`src/rtl/multi_wait_timer_if.sv`:
```
// Control, limit-programming and status bundle for multi_wait_timer.
interface multi_wait_timer_if #(
    parameter int NUM_CH    = 4,
    parameter int CNT_WIDTH = 16
);
    localparam int CH_W = (NUM_CH > 1) ? $clog2(NUM_CH) : 1;

    logic [NUM_CH-1:0]           start;
    logic [NUM_CH-1:0]           stop;
    logic [NUM_CH-1:0]           clear;
    logic [NUM_CH-1:0]           mode;
    logic                        limit_wr;
    logic [CH_W-1:0]             limit_ch;
    logic [CNT_WIDTH-1:0]        limit_data;
    logic [NUM_CH-1:0]           reach_limit;
    logic [NUM_CH-1:0]           busy;
    logic [NUM_CH*CNT_WIDTH-1:0] count_flat;

    modport master (
        output start, stop, clear, mode, limit_wr, limit_ch, limit_data,
        input  reach_limit, busy, count_flat
    );

    modport slave (
        input  start, stop, clear, mode, limit_wr, limit_ch, limit_data,
        output reach_limit, busy, count_flat
    );
endinterface

```
`src/rtl/multi_wait_timer.sv`:
```
// Multi-channel programmable wait/timeout counter with per-channel
// level-pulse or start/stop modes and synchronised control inputs.
//
// state | meaning
// IDLE  | counter parked at 0, waiting for start (also used by mode 0)
// RUN   | counting up, busy high
// HOLD  | paused by stop, counter frozen
module multi_wait_timer #(
    parameter int NUM_CH        = 4,
    parameter int CNT_WIDTH     = 16,
    parameter int DEFAULT_LIMIT = 100,
    parameter int SYNC_STAGES   = 2,
    parameter int LEVEL_POL     = 1
) (
    input logic               clk,
    input logic               rst,
    multi_wait_timer_if.slave bus
);
    typedef enum logic [1:0] {IDLE = 2'd0, RUN = 2'd1, HOLD = 2'd2} state_t;

    localparam logic [CNT_WIDTH-1:0] LIMIT_RST  = CNT_WIDTH'(DEFAULT_LIMIT);
    localparam logic [CNT_WIDTH-1:0] CNT_ONE    = CNT_WIDTH'(1);
    localparam logic                 ACTIVE_LVL = (LEVEL_POL != 0);

    logic [NUM_CH-1:0]    start_sync [SYNC_STAGES];
    logic [NUM_CH-1:0]    stop_sync  [SYNC_STAGES];
    logic [NUM_CH-1:0]    clear_sync [SYNC_STAGES];
    logic [NUM_CH-1:0]    start_s;
    logic [NUM_CH-1:0]    stop_s;
    logic [NUM_CH-1:0]    clear_s;

    logic [CNT_WIDTH-1:0] limit_q [NUM_CH];
    logic [CNT_WIDTH-1:0] cnt_q   [NUM_CH];
    logic [CNT_WIDTH-1:0] cnt_d   [NUM_CH];
    state_t               state_q [NUM_CH];
    state_t               state_d [NUM_CH];

    logic [NUM_CH-1:0]    mode_q;
    logic [NUM_CH-1:0]    mode_chg;
    logic [NUM_CH-1:0]    level_on;
    logic [NUM_CH-1:0]    term;
    logic [NUM_CH-1:0]    reach_q;
    logic [NUM_CH-1:0]    reach_d;
    logic [NUM_CH-1:0]    busy_q;
    logic [NUM_CH-1:0]    busy_d;

    // Synchroniser chains for the asynchronous start/stop/clear pins.
    always_ff @(posedge clk or posedge rst) begin
        if (rst) begin
            for (int i = 0; i < SYNC_STAGES; i++) begin
                start_sync[i] <= '0;
                stop_sync[i]  <= '0;
                clear_sync[i] <= '0;
            end
        end else begin
            start_sync[0] <= bus.start;
            stop_sync[0]  <= bus.stop;
            clear_sync[0] <= bus.clear;
            for (int i = 1; i < SYNC_STAGES; i++) begin
                start_sync[i] <= start_sync[i-1];
                stop_sync[i]  <= stop_sync[i-1];
                clear_sync[i] <= clear_sync[i-1];
            end
        end
    end

    assign start_s = start_sync[SYNC_STAGES-1];
    assign stop_s  = stop_sync[SYNC_STAGES-1];
    assign clear_s = clear_sync[SYNC_STAGES-1];

    // Limit register bank; writes to a non-existent channel are dropped.
    always_ff @(posedge clk or posedge rst) begin
        if (rst) begin
            for (int i = 0; i < NUM_CH; i++) begin
                limit_q[i] <= LIMIT_RST;
            end
        end else if (bus.limit_wr && (int'(bus.limit_ch) < NUM_CH)) begin
            limit_q[bus.limit_ch] <= bus.limit_data;
        end
    end

    // >= rather than == so a limit lowered below the count still terminates.
    always_comb begin
        for (int i = 0; i < NUM_CH; i++) begin
            term[i] = (cnt_q[i] >= limit_q[i]);
        end
    end

    assign mode_chg = bus.mode ^ mode_q;
    assign level_on = ~clear_s & ~(start_s ^ {NUM_CH{ACTIVE_LVL}});

    // Per-channel next state, counter, pulse and busy.
    always_comb begin
        for (int i = 0; i < NUM_CH; i++) begin
            state_d[i] = state_q[i];
            cnt_d[i]   = cnt_q[i];
            reach_d[i] = 1'b0;
            busy_d[i]  = 1'b0;
            if (mode_chg[i]) begin
                state_d[i] = IDLE;
                cnt_d[i]   = '0;
            end else if (!bus.mode[i]) begin
                state_d[i] = IDLE;
                if (!level_on[i]) begin
                    cnt_d[i] = '0;
                end else begin
                    busy_d[i] = 1'b1;
                    if (term[i]) begin
                        cnt_d[i]   = '0;
                        reach_d[i] = 1'b1;
                    end else begin
                        cnt_d[i] = cnt_q[i] + CNT_ONE;
                    end
                end
            end else begin
                case (state_q[i])
                    IDLE: begin
                        if (!clear_s[i] && start_s[i]) begin
                            state_d[i] = RUN;
                            cnt_d[i]   = CNT_ONE;
                            busy_d[i]  = 1'b1;
                        end else begin
                            cnt_d[i] = '0;
                        end
                    end
                    RUN: begin
                        if (clear_s[i]) begin
                            state_d[i] = IDLE;
                            cnt_d[i]   = '0;
                        end else if (term[i]) begin
                            state_d[i] = IDLE;
                            cnt_d[i]   = '0;
                            reach_d[i] = 1'b1;
                        end else if (stop_s[i]) begin
                            state_d[i] = HOLD;
                        end else begin
                            cnt_d[i]  = cnt_q[i] + CNT_ONE;
                            busy_d[i] = 1'b1;
                        end
                    end
                    HOLD: begin
                        if (clear_s[i]) begin
                            state_d[i] = IDLE;
                            cnt_d[i]   = '0;
                        end else if (start_s[i]) begin
                            state_d[i] = RUN;
                            cnt_d[i]   = cnt_q[i] + CNT_ONE;
                            busy_d[i]  = 1'b1;
                        end
                    end
                    default: begin
                        state_d[i] = IDLE;
                        cnt_d[i]   = '0;
                    end
                endcase
            end
        end
    end

    // Channel state and registered outputs.
    always_ff @(posedge clk or posedge rst) begin
        if (rst) begin
            for (int i = 0; i < NUM_CH; i++) begin
                state_q[i] <= IDLE;
                cnt_q[i]   <= '0;
            end
            mode_q  <= '0;
            reach_q <= '0;
            busy_q  <= '0;
        end else begin
            for (int i = 0; i < NUM_CH; i++) begin
                state_q[i] <= state_d[i];
                cnt_q[i]   <= cnt_d[i];
            end
            mode_q  <= bus.mode;
            reach_q <= reach_d;
            busy_q  <= busy_d;
        end
    end

    assign bus.reach_limit = reach_q;
    assign bus.busy        = busy_q;

    for (genvar g = 0; g < NUM_CH; g++) begin : g_count
        assign bus.count_flat[g*CNT_WIDTH +: CNT_WIDTH] = cnt_q[g];
    end
endmodule

```
`src/flat_wrapper.sv`:
```
// flat-port wrapper written by rule: the top's interface ports become plain ports
module multi_wait_timer_flat 
#(
    parameter int NUM_CH        = 4,
    parameter int CNT_WIDTH     = 16,
    parameter int DEFAULT_LIMIT = 100,
    parameter int SYNC_STAGES   = 2,
    parameter int LEVEL_POL     = 1
)
  (clk, rst, bus_start, bus_stop, bus_clear, bus_mode, bus_limit_wr, bus_limit_ch, bus_limit_data, bus_reach_limit, bus_busy, bus_count_flat);
  multi_wait_timer_if #(.NUM_CH(NUM_CH), .CNT_WIDTH(CNT_WIDTH)) bus_i ();
  input logic clk;
  input logic rst;
  input wire logic [$bits(bus_i.start)-1:0] bus_start;
  input wire logic [$bits(bus_i.stop)-1:0] bus_stop;
  input wire logic [$bits(bus_i.clear)-1:0] bus_clear;
  input wire logic [$bits(bus_i.mode)-1:0] bus_mode;
  input wire logic [$bits(bus_i.limit_wr)-1:0] bus_limit_wr;
  input wire logic [$bits(bus_i.limit_ch)-1:0] bus_limit_ch;
  input wire logic [$bits(bus_i.limit_data)-1:0] bus_limit_data;
  output wire logic [$bits(bus_i.reach_limit)-1:0] bus_reach_limit;
  output wire logic [$bits(bus_i.busy)-1:0] bus_busy;
  output wire logic [$bits(bus_i.count_flat)-1:0] bus_count_flat;
  assign bus_i.start = bus_start;
  assign bus_i.stop = bus_stop;
  assign bus_i.clear = bus_clear;
  assign bus_i.mode = bus_mode;
  assign bus_i.limit_wr = bus_limit_wr;
  assign bus_i.limit_ch = bus_limit_ch;
  assign bus_i.limit_data = bus_limit_data;
  assign bus_reach_limit = bus_i.reach_limit;
  assign bus_busy = bus_i.busy;
  assign bus_count_flat = bus_i.count_flat;
  multi_wait_timer #(.NUM_CH(NUM_CH), .CNT_WIDTH(CNT_WIDTH), .DEFAULT_LIMIT(DEFAULT_LIMIT), .SYNC_STAGES(SYNC_STAGES), .LEVEL_POL(LEVEL_POL)) u_core (.clk(clk), .rst(rst), .bus(bus_i));
endmodule
```
`config.mk`:
```
export PLATFORM = sky130hd
export DESIGN_NAME = multi_wait_timer_flat
export DESIGN_NICKNAME = d
export VERILOG_FILES = /design/src/rtl/multi_wait_timer_if.sv /design/src/rtl/multi_wait_timer.sv /design/src/flat_wrapper.sv
export SDC_FILE = /design/constraint.sdc
export NUM_CORES = 1
export LEC_CHECK = 0
export ABC_AREA = 1
export ABC_CLOCK_PERIOD_IN_PS = 7440
export BUFFER_PORTS_ARGS = -buffer_cell sky130_fd_sc_hd__buf_2
export CAP_MARGIN = 5
export CORE_UTILIZATION = 25
export DETAILED_ROUTE_END_ITERATION = 8
export PLACE_DENSITY = 0.41
export SYNTH_ARGS = -nofsm -noshare
export SYNTH_HDL_FRONTEND = slang
export SYNTH_SLANG_ARGS = --single-unit
```
`constraint.sdc`:
```
create_clock -name clk -period 7.44 [get_ports clk]
set_input_delay 1.116 -clock clk [delete_from_list [all_inputs] [get_ports clk]]
set_output_delay 1.116 -clock clk [all_outputs]
set_load 0.02 [all_outputs]
```
==> results of run 1 <==
==> power groups by stage <==
stage / logic, uW / clock network (uW) / registers (uW)
final: 270 / 958 / 1050
after global placement: 273 / 0 / 1070
after global routing: 324 / 1030 / 1060
after CTS: 281 / 995 / 1050
after detailed placement: 278 / 0 / 1070
after floorplan: 204 / 0 / 1060
==> worst min path at each step <==
stage                                    start           endpoint  slack, ns  cells after the start
final                      u_core.stop_sync[5]   u_core.stop_s[1]       0.35                      0
after global routing       u_core.stop_sync[5]   u_core.stop_s[1]       0.36                      0
after CTS                  u_core.stop_sync[5]   u_core.stop_s[1]       0.35                      0
after detailed placement   u_core.stop_sync[5]   u_core.stop_s[1]       0.33                      0
after global placement    u_core.start_sync[4]  u_core.start_s[0]       0.33                      0
after floorplan           u_core.clear_sync[4]  u_core.clear_s[0]       0.33                      0
==> layer usage <==
layer / share of wire / GRT usage
met1: 0.50 / 0.189
met2: 0.46 / 0.212
met3: 0.029 / 0.0308
met4: 0.011 / 0.0333
met5: 0 / 0
==> kinds of logic after synthesis <==
| group | share of synthesized area |
|---|---|
| compound gates | 0.0835 |
| flops | 0.430 |
| fa+ha+maj | 0.0846 |
| simple gates | 0.281 |
| buf+inv | 0.0951 |
| xor+xnor | 0.0261 |
==> state kept, by name (all words and copies together), names as in the netlist <==
name and cells:
u_core.bus.busy 4, u_core.bus.count_flat 64, u_core.bus.reach_limit 4, u_core.clear_s 4, u_core.clear_sync 4, u_core.limit_q 64
u_core.mode_q 4, u_core.start_s 4, u_core.start_sync 4, u_core.state_q 8, u_core.stop_s 4, u_core.stop_sync 4
==> placed cells by master (no fill, tap or decap), types with 30 or more instances in the layout <==
cell / netlist / layout
dfrtp_1: 160 / 160
nand2_1: 302 / 302
nor2_1: 73 / 73
nand4_1: 32 / 32
inv_1: 191 / 190
nand3_1: 55 / 55
o21ai_0: 77 / 77
ha_1: 68 / 68
buf_2: 4 / 108
a21oi_1: 37 / 37
nand3_2: 30 / 30
==> final cells by class <==
type	instances	share of cell area
Tap cell	525	0.0560
Clock inverter	13	0.0141
Inverter	211	0.0680
Sequential cell	172	0.368
Multi-Input combinational cell	810	0.408
Timing Repair Buffer	110	0.0474
Clock buffer	19	0.0386
==> through the flow <==
| stage | instance area, um2 | power, uW | util |
|---|---|---|---|
| floorplan | 10100 | 1260 | - |
| global placement | 11100 | 1340 | 0.280 |
| detailed placement | 11100 | 1350 | 0.280 |
| CTS | 11700 | 2330 | 0.295 |
| global route | 11700 | 2410 | 0.295 |
| finish | 11700 | 2280 | 0.295 |
==> out/summary.txt, run 1 <==
Max Freq: 391 MHz
pwr dens: 194 mW/mm2
final period utilization: 0.344
DRT iter0 DRCs: 331
total congestion overflow: 0
worst path cell trace: buf_2 > nand2_1 > inv_1 > nand4_1 > nand2_2 > inv_1 > nor2_1 > a21oi_1
data required time of the critical path: 7.77 ns
syn_nets: 1,322
placed wire-length estimate: 19,400 um
register area: 0.00432 mm2
Critical Path AT: 2.89 ns
pre-CTS setup slack: 4.40 ns
Avg WL per Cell: 14.2 um
slowest CP cell: nand4_1
fillers: 4,286
outcome: completed
critical path type: input pin to flip-flop
WP depth: 8
layout cells sized above 1: 0.199
internal power: 1650 uW
Nets: 1,427
Initial Utilization: 0.253
CP startpoint: bus_mode[0]
Reg clk slew, reported paths: 0.06 ns
CORE AREA: 0.0397 mm2
Routed WL: 26,400 um
Final Max Slew Viols: 0
HP Class: flip-flop to flip-flop
DRC viols: 0
Buf/Inv on CP: 3
drt first pass iters: 5
P_leak: 0.00607 uW
Post-DRT Antenna Nets: 0
netlist area before placement: 0.0101 mm2
most frequent cell after synthesis: nand2_1
Setup WS post-layout: 4.88 ns
TritonCTS clock tree: yes
top cells by area, synth: dfrtp_1 (40%), nand2_1 (11%), ha_1 (8.5%)
port bufs: 108
initial antenna violation count: 0
final setup violation count: 0
Synth Register Bits: 172
FP Rows: 73
Synth area leader: dfrtp_1
crit end category: flip-flop
clock tree buffer depth: 2
Switching Fraction: 0.275
H-tree depth: 4
Post-Layout Cell Count: 1,860
WHS: 0.350 ns
global-route wire length before repair: 43,200 um
r2r endpoint: u_core.bus.count_flat[24]
Fin. Hold Viols: 0
post-DR vias/cell: 4.23
vias in the first global route: 7,677
Max-Slew Margin vs Limit: 0.321
chip height: 203 um
Netlist cell types: 46
CP Capture Point: u_core.bus.count_flat[0]
Worst VDD drop: 146 uV
logic gate share of total power: 0.119
synth warn: 0
cell family with most CP delay: simple AND/OR/NAND/NOR gates
Synth Flop Type: dfrtp_1
post-synth top area share: 0.398
number of flops mapped to enable cells by yosys: 0
Seq/Total Area, Yosys: 0.430
Sink Count: 172
min cycle time layout: 2.56 ns
r2r setup slk: 5.04 ns
Post-Syn Instances: 1,217
Max Cap Viol: 0
crit-path max cell delay: 0.65 ns
Skew-Pair Late Insertion Delay: 0.45 ns
area grow syn2layout: 16.6%
clock skew: 0.0106 ns
maximum number of pins on one net before global-route repair: 63
Most common cell on crit path: inv_1
Chip Width: 203 um
sw power: 626 uW
Final TNS setup: 0 ns
Avg Cell Area, Syn: 8.26 um2
worst r2r src: u_core.bus.count_flat[27]
post-placement cell count: 1,828
total track usage: 0.136
# Post-CTS Setup Buffers: 0
Placer Congestion: 0.806
ys async rst share: 1.00
Seq pwr share: 0.461
RSZ-0062 raised after global routing: false
R2R cell count: 9
Inserted Diodes: 0
post-CTS sizing: 0
Worst Max-Slew Pin Slew: 1.02 ns
num ports: 109
worst-path fanout max: 18
Post-CTS Hold Fix Bufs: 0
most frequent cells after synthesis: nand2_1 (302), inv_1 (191), dfrtp_1 (160)
clock network fraction of total power: 0.421
area of the multi-input gates: 0.00478 mm2
via count: 7,871
startpoint types: input pin
CTS root buf: clkbuf_16
CTS Buf Count: 17
die area: 0.0410 mm2
Power figures use the tool's default switching activity.
==> inputs of run 2 (changes only) <==
ABC_CLOCK_PERIOD_IN_PS = 2250   (was 7440)
PLACE_DENSITY = 0.42   (was 0.41)
clock period = 2.25 ns   (was 7.44 ns; I/O delays follow)
==> run 2 against run 1 <==
Core utilization grew 1.8 points. First-iteration DRC count grew 26%. Non-clock buffer count grew 77. Sequential share of layout area shrank 2.1 points. Register-to-register slack lost 4.9 ns. Critical endpoint is now u_core.bus.count_flat[24].
==> out/summary.txt, run 2 (same netlist as run 1, synthesis figures left out) <==
critical path type: flip-flop to flip-flop
total track usage: 0.136 (+0.000354)
via count: 8,094 (+2.8%)
min cycle time layout: 2.11 ns
Max Cap Viol: 0 (unchanged)
Max Freq: 473 MHz
clock skew: 0.0104 ns (-0.000142 ns)
final core utilization: 0.313 (+0.0179)
data required time of the critical path: 2.56 ns (-5.21 ns)
vias in the first global route: 7,817 (+1.8%)
Critical Path AT: 2.42 ns (-0.47 ns)
DRT iter0 DRCs: 417 (+26%)
port bufs: 108 (unchanged)
dpl cell area: 0.0117 mm2 (+5.0%)
crit end category: flip-flop
Sink Count: 172 (unchanged)
die area: 0.0410 mm2 (unchanged)
TritonCTS clock tree: yes
Routed WL: 27,000 um (+2.2%)
Fin. Hold Viols: 0 (unchanged)
P_leak: 0.00649 uW (+6.8%)
total congestion overflow: 0 (unchanged)
RSZ-0062 raised after global routing: true
commonest non-fill, non-tap cell in the layout: nand2_1
Post-DRT Antenna Nets: 0 (unchanged)
final setup violation count: 0 (unchanged)
worst-path fanout max: 9 (-9)
fin area: 0.0124 mm2 (+6.1%)
placed wire-length estimate: 20,000 um (+3.3%)
H-tree depth: 4 (unchanged)
layout cells sized above 1: 0.240 (+0.0407)
FP Rows: 73 (unchanged)
post-DR vias/cell: 4.18 (-1.3%)
CORE AREA: 0.0397 mm2 (unchanged)
area grow syn2layout: 23.7%
worst r2r src: u_core.limit_q[37]
CTS root buf: clkbuf_16
Worst Max-Slew Pin Slew: 0.740 ns (-0.275 ns)
HP Class: input pin to flip-flop
startpoint types: flip-flop
drt first pass iters: 5 (unchanged)
DRC viols: 0 (unchanged)
Skew-Pair Late Insertion Delay: 0.44 ns (about the same)
chip height: 203 um (unchanged)
Initial Utilization: 0.253 (unchanged)
Nets: 1,505 (+5.5%)
outcome: completed
num ports: 109 (unchanged)
Inserted Diodes: 0 (unchanged)
CTS Buf Count: 17 (unchanged)
CP startpoint: u_core.limit_q[37]
Avg WL per Cell: 13.9 um (-1.9%)
Placer Congestion: 0.793 (-1.6%)
final period utilization: 0.940
Final Max Slew Viols: 0 (unchanged)
global-route wire length before repair: 43,400 um (+0.43%)
WHS: 0.0432 ns (-0.307 ns)
Worst VDD drop: 477 uV (+230%)
Max-Slew Margin vs Limit: 0.506 (+0.185)
pwr dens: 599 mW/mm2 (+210%)
PnR Total Power: 7450 uW (+230%)
initial antenna violation count: 0 (unchanged)
min-delay src: bus_mode[0]
clock tree buffer depth: 2 (unchanged)
commonest cells after routing, fill and taps aside: nand2_1 (297), inv_1 (189), dfrtp_1 (160)
R2R cell count: 13 (+4)
hold path depth: 1 (+1)
maximum number of pins on one net before global-route repair: 123 (+95%)
Reg clk slew, reported paths: 0.07 ns (about the same)
Chip Width: 203 um (unchanged)
-- run 2: changes by cell type in the layout (fill, tap and decap cells not counted), moves of 2 or more --
cell / before / now
clkinvlp_4: 1 / 3
inv_6: 3 / 0
buf_12: 0 / 6
nand2_2: 13 / 18
clkbuf_1: 0 / 3
nand3_1: 55 / 53
o21ai_0: 77 / 75
o21ai_1: 10 / 12
buf_4: 2 / 59
dlygate4sd3_1: 0 / 12
nand3_2: 30 / 32
nand2_1: 302 / 297
-- run 2: metrics by stage --
step / TNS, ns / cells / worst slack [ns]
2_1_floorplan: -43.90 / 1217 / -0.274
3_3_place_gp: 0 / 1892 / 0.150
3_5_place_dp: 0 / 1892 / 0.160
4_1_cts: 0 / 1936 / 0.142
5_1_grt: -0.0839 / 1938 / -0.0305
6_report: 0 / 1938 / 0.136
-- run 2: layout make-up --
type                       count  area [um2]
fill                        4257       27300
multi-input combinational    811        4820
timing repair buffer         187        1260
clock buffer                  22         464
sequential                   172        4320
inverter                     211         796
tap                          525         657
clock inverter                10         116
-- run 2: power by group --
part / switching, uW / internal [uW]
Clock: 1310 / 1700
Combinational: 602 / 367
Sequential: 128 / 3340
-- run 2: what timing repair did --
action | in CTS | in global routing
endpoints found under the setup margin | 0 | 26
hold endpoints to repair | 12 | 0
resized for setup | 0 | 15
hold buffers | 12 | 0
buffers inserted | 0 | 0
-- run 2: per-layer routing --
metal	track usage	vias to the layer above	wire, um
met5	0	-	0
met4	0.0263	0	161
met2	0.216	83	12500
met3	0.0292	7	796
met1	0.191	3760	13500
li1	-	4244	-
-- run 2: worst paths after layout --
check / end / slack [ns]
max: u_core.bus.count_flat[24] / 0.14
min: u_core.mode_q[0] / 0.04
max reg2reg: u_core.bus.count_flat[24] / 0.14
min reg2reg: u_core.start_s[1] / 0.35
max in group asynchronous: u_core.bus.count_flat[17] / 1.59
min in group asynchronous: u_core.limit_q[61] / 0.10
-- run 2: critical path: stages, from the launching register on --
cell and delay, ns:
dfstp_2 0.53, inv_1 0.04, ha_1 0.29, nand2_1 0.07, nor2_1 0.04, and2_1 0.14
nor2_2 0.09, nand2_1 0.07, nand2_2 0.12, nand4_4 0.15, nand2_4 0.18, inv_2 0.10
nand3_1 0.09, o21ai_1 0.09
==> inputs of run 3 (changes only) <==
ABC_AREA = not set   (was 1)
CORE_UTILIZATION = 48   (was 25)
PLACE_DENSITY = 0.7   (was 0.42)
==> run 3 against run 2 <==
The flow now finishes with violations (negative setup slack). Sequential power about the same. Die area decreased by 51%. Count of clock-buffer cells in the layout decreased by 3. Sequential share of layout area decreased by 1.4 points. Register-to-register slack got worse by 0.47 ns. Routed wire length decreased by 9.6%. Synthesized cell count decreased by 24%. Worst hold slack got worse by 0.031 ns. Sequential cell count unchanged. Design area increased by 4.0%. Via count decreased by 2.5%. Critical path type unchanged. Critical endpoint is now u_core.bus.count_flat[51]. Highest routed layer unchanged.
==> out/summary.txt, run 3 <==
H-tree depth: 4 (unchanged)
crit-path max cell delay: 0.42 ns (-0.11 ns)
failing checks: negative setup slack
Seq pwr share: 0.456 (-0.010)
dpl cell area: 0.0110 mm2 (-5.6%)
Max Cap Viol: 0 (unchanged)
Chip Width: 142 um (-30%)
DRC viols: 0 (unchanged)
initial antenna violation count: 0 (unchanged)
top cells by area, synth: dfrtp_1 (43%), ha_1 (9.1%), mux2_2 (5.9%)
vias in the first global route: 7,729 (-1.1%)
RSZ-0062 raised after global routing: true
outcome: finished with violations
Seq/Total Area, Yosys: 0.460 (+0.0307)
data required time of the critical path: 2.59 ns (+0.03 ns)
die area: 0.0201 mm2 (-51%)
Max-Slew Margin vs Limit: 0.607 (+0.100)
layout cells sized above 1: 0.434 (+0.194)
Max Freq: 387 MHz (-18%)
sw power: 2050 uW (+0.35%)
number of flops mapped to enable cells by yosys: 0 (unchanged)
via count: 7,893 (-2.5%)
Routed WL: 24,400 um (-9.6%)
Inserted Diodes: 0 (unchanged)
port bufs: 108 (unchanged)
Post-DRT Antenna Nets: 0 (unchanged)
final core utilization: 0.683 (+0.370)
synth warn: 0 (unchanged)
Worst VDD drop: 536 uV (+12%)
num ports: 109 (unchanged)
drt first pass iters: 5 (unchanged)
CORE AREA: 0.0190 mm2 (-52%)
P_leak: 0.00601 uW (-7.3%)
post-DR vias/cell: 5.49 (+31%)
commonest cells after routing, fill and taps aside: dfrtp_1 (160), buf_2 (108), buf_4 (102)
HP Class: input pin to flip-flop
logic gate share of total power: 0.153 (+0.023)
Fin. Hold Viols: 0 (unchanged)
DRT iter0 DRCs: 478 (+15%)
clock skew: 0.00949 ns (-0.000946 ns)
min cycle time layout: 2.58 ns (+0.469 ns)
Reg clk slew, reported paths: 0.07 ns (about the same)
Sink Count: 172 (unchanged)
critical path type: flip-flop to flip-flop
chip height: 142 um (-30%)
Nets: 1,270 (-16%)
clock network fraction of total power: 0.391 (-0.013)
most frequent cells after synthesis: dfrtp_1 (160), nand2_1 (94), inv_1 (88)
Final Max Slew Viols: 0 (unchanged)
startpoint types: flip-flop
crit end category: flip-flop
commonest non-fill, non-tap cell in the layout: dfrtp_1
final period utilization: 1.15 (+0.208)
Worst Max-Slew Pin Slew: 0.590 ns (-0.151 ns)
FP Rows: 50 (-32%)
CTS root buf: clkbuf_16
CTS Buf Count: 17 (unchanged)
total congestion overflow: 0 (unchanged)
Placer Congestion: 0.855 (+7.9%)
area grow syn2layout: 37.9%
Avg WL per Cell: 17.0 um (+22%)
fillers: 1,425 (-67%)
register area: 0.00432 mm2 (unchanged)
cell family with most CP delay: compound AO/OA/AOI/OAI gates
pwr dens: 593 mW/mm2 (-0.89%)
maximum number of pins on one net before global-route repair: 48 (-61%)
Switching Fraction: 0.267 (-0.00738)
netlist area before placement: 0.00938 mm2 (-6.7%)
fin area: 0.0129 mm2 (+4.0%)
worst path cell trace: ha_1 > and2_4 > a221o_1 > a21oi_2 > nand4_1 > mux2i_4 > buf_4 > nand3b_4 > o31ai_2
syn_nets: 1,027 (-22%)
Skew-Pair Late Insertion Delay: 0.43 ns (about the same)
ys async rst share: 1.00 (unchanged)
internal power: 5630 uW (+4.2%)
placed wire-length estimate: 16,000 um (-20%)
Avg Cell Area, Syn: 10.2 um2 (+23%)
final setup violation count: 68 (+68)
post-placement cell count: 1,371 (-28%)
Final TNS setup: -7.83 ns (-7.83 ns)
Netlist cell types: 78 (+70%)
Initial Utilization: 0.495 (+0.242)
global-route wire length before repair: 38,700 um (-11%)
Buf/Inv on CP: 1 (-1)
Synth Register Bits: 172 (unchanged)
Post-Layout Cell Count: 1,438 (-26%)
total track usage: 0.246 (+0.109)
Post-Syn Instances: 922 (-24%)
Critical Path AT: 2.92 ns (+0.50 ns)
Synth Flop Type: dfrtp_1
most frequent cell after synthesis: dfrtp_1
TritonCTS clock tree: yes
clock tree buffer depth: 2 (unchanged)
area of the multi-input gates: 0.00557 mm2 (+15%)
pre-CTS setup slack: -0.307 ns (-0.467 ns)
post-synth top area share: 0.427 (+0.0285)
slowest CP cell: dfrtp_1
Synth area leader: dfrtp_1
worst-path fanout max: 7 (-2)
Setup WS post-layout: -0.333 ns (-0.469 ns)
## run 3: metal layers
layer | up-vias | track usage | wire, um
li1 | 3798 | - | -
met1 | 3832 | 0.325 | 10900
met2 | 220 | 0.408 | 11900
met3 | 43 | 0.0408 | 1040
met4 | 0 | 0.0855 | 574
met5 | - | 0 | 0
## run 3: worst paths after layout
kind | startpoint | end | slack (ns) | cells after the start
worst min-delay path | bus_stop[1] | u_core.stop_sync[5] | 0.01 | 1
worst min register to register | u_core.stop_sync[5] | u_core.stop_s[1] | 0.35 | 0
worst max-delay path | u_core.bus.count_flat[58] | u_core.bus.count_flat[51] | -0.33 | 9
min in group asynchronous | rst | u_core.limit_q[32] | 0.45 | 3
max in group asynchronous | rst | u_core.limit_q[22] | 1.17 | 4
worst max register to register | u_core.bus.count_flat[58] | u_core.bus.count_flat[51] | -0.33 | 9
## run 3: layout make-up
cell class                      count  share of cell area
Clock buffer                       19              0.0350
Clock inverter                     13              0.0110
Inverter                           88              0.0258
Multi-Input combinational cell    640               0.430
Sequential cell                   172               0.334
Tap cell                          260              0.0251
Timing Repair Buffer              246               0.139
## run 3: cell families (layout without fill, tap and decap cells)
logic type      after synthesis  count (layout)  synth area share
fa+ha+maj                    68              68            0.0907
buf+inv                     112             366            0.0495
xor+xnor                      3               3           0.00280
simple gates                295             297             0.164
flops                       172             172             0.460
mux                          67              67            0.0793
compound gates              205             205             0.154
## run 3: metrics by stage
step | hold WS, ns | power (uW)
floorplan | 0.331 | 4160
global placement | 0.332 | 4440
detailed placement | 0.335 | 4490
CTS | 0.00324 | 7640
global route | 0.00205 | 8010
finish | 0.0125 | 7680
## run 3: worst reg2reg max path, delay by kind of cell, from the launching register on
| kind | cells | cell delay, ns |
|---|---|---|
| mux | 1 | 0.28 |
| compound gates | 3 | 0.83 |
| flops | 1 | 0.42 |
| buf+inv | 1 | 0.18 |
| simple gates | 3 | 0.47 |
| fa+ha+maj | 1 | 0.32 |
## run 3: power by group through the flow
stage                     registers (uW)  logic, uW  clock network (uW)
after floorplan                     3520        640                   0
after global placement              3530        914                   0
after detailed placement            3540        949                   0
after CTS                           3490       1110                3040
after global routing                3530       1310                3160
final                               3500       1180                3000
## run 3: timing repair
item,4_1_cts,5_1_grt
gates resized for setup,125,87
hold buffers,1,3
pin swaps,61,42
gates cloned,6,1
setup buffers,24,9
endpoints found under the setup margin,73,74
hold endpoints to repair,9,3
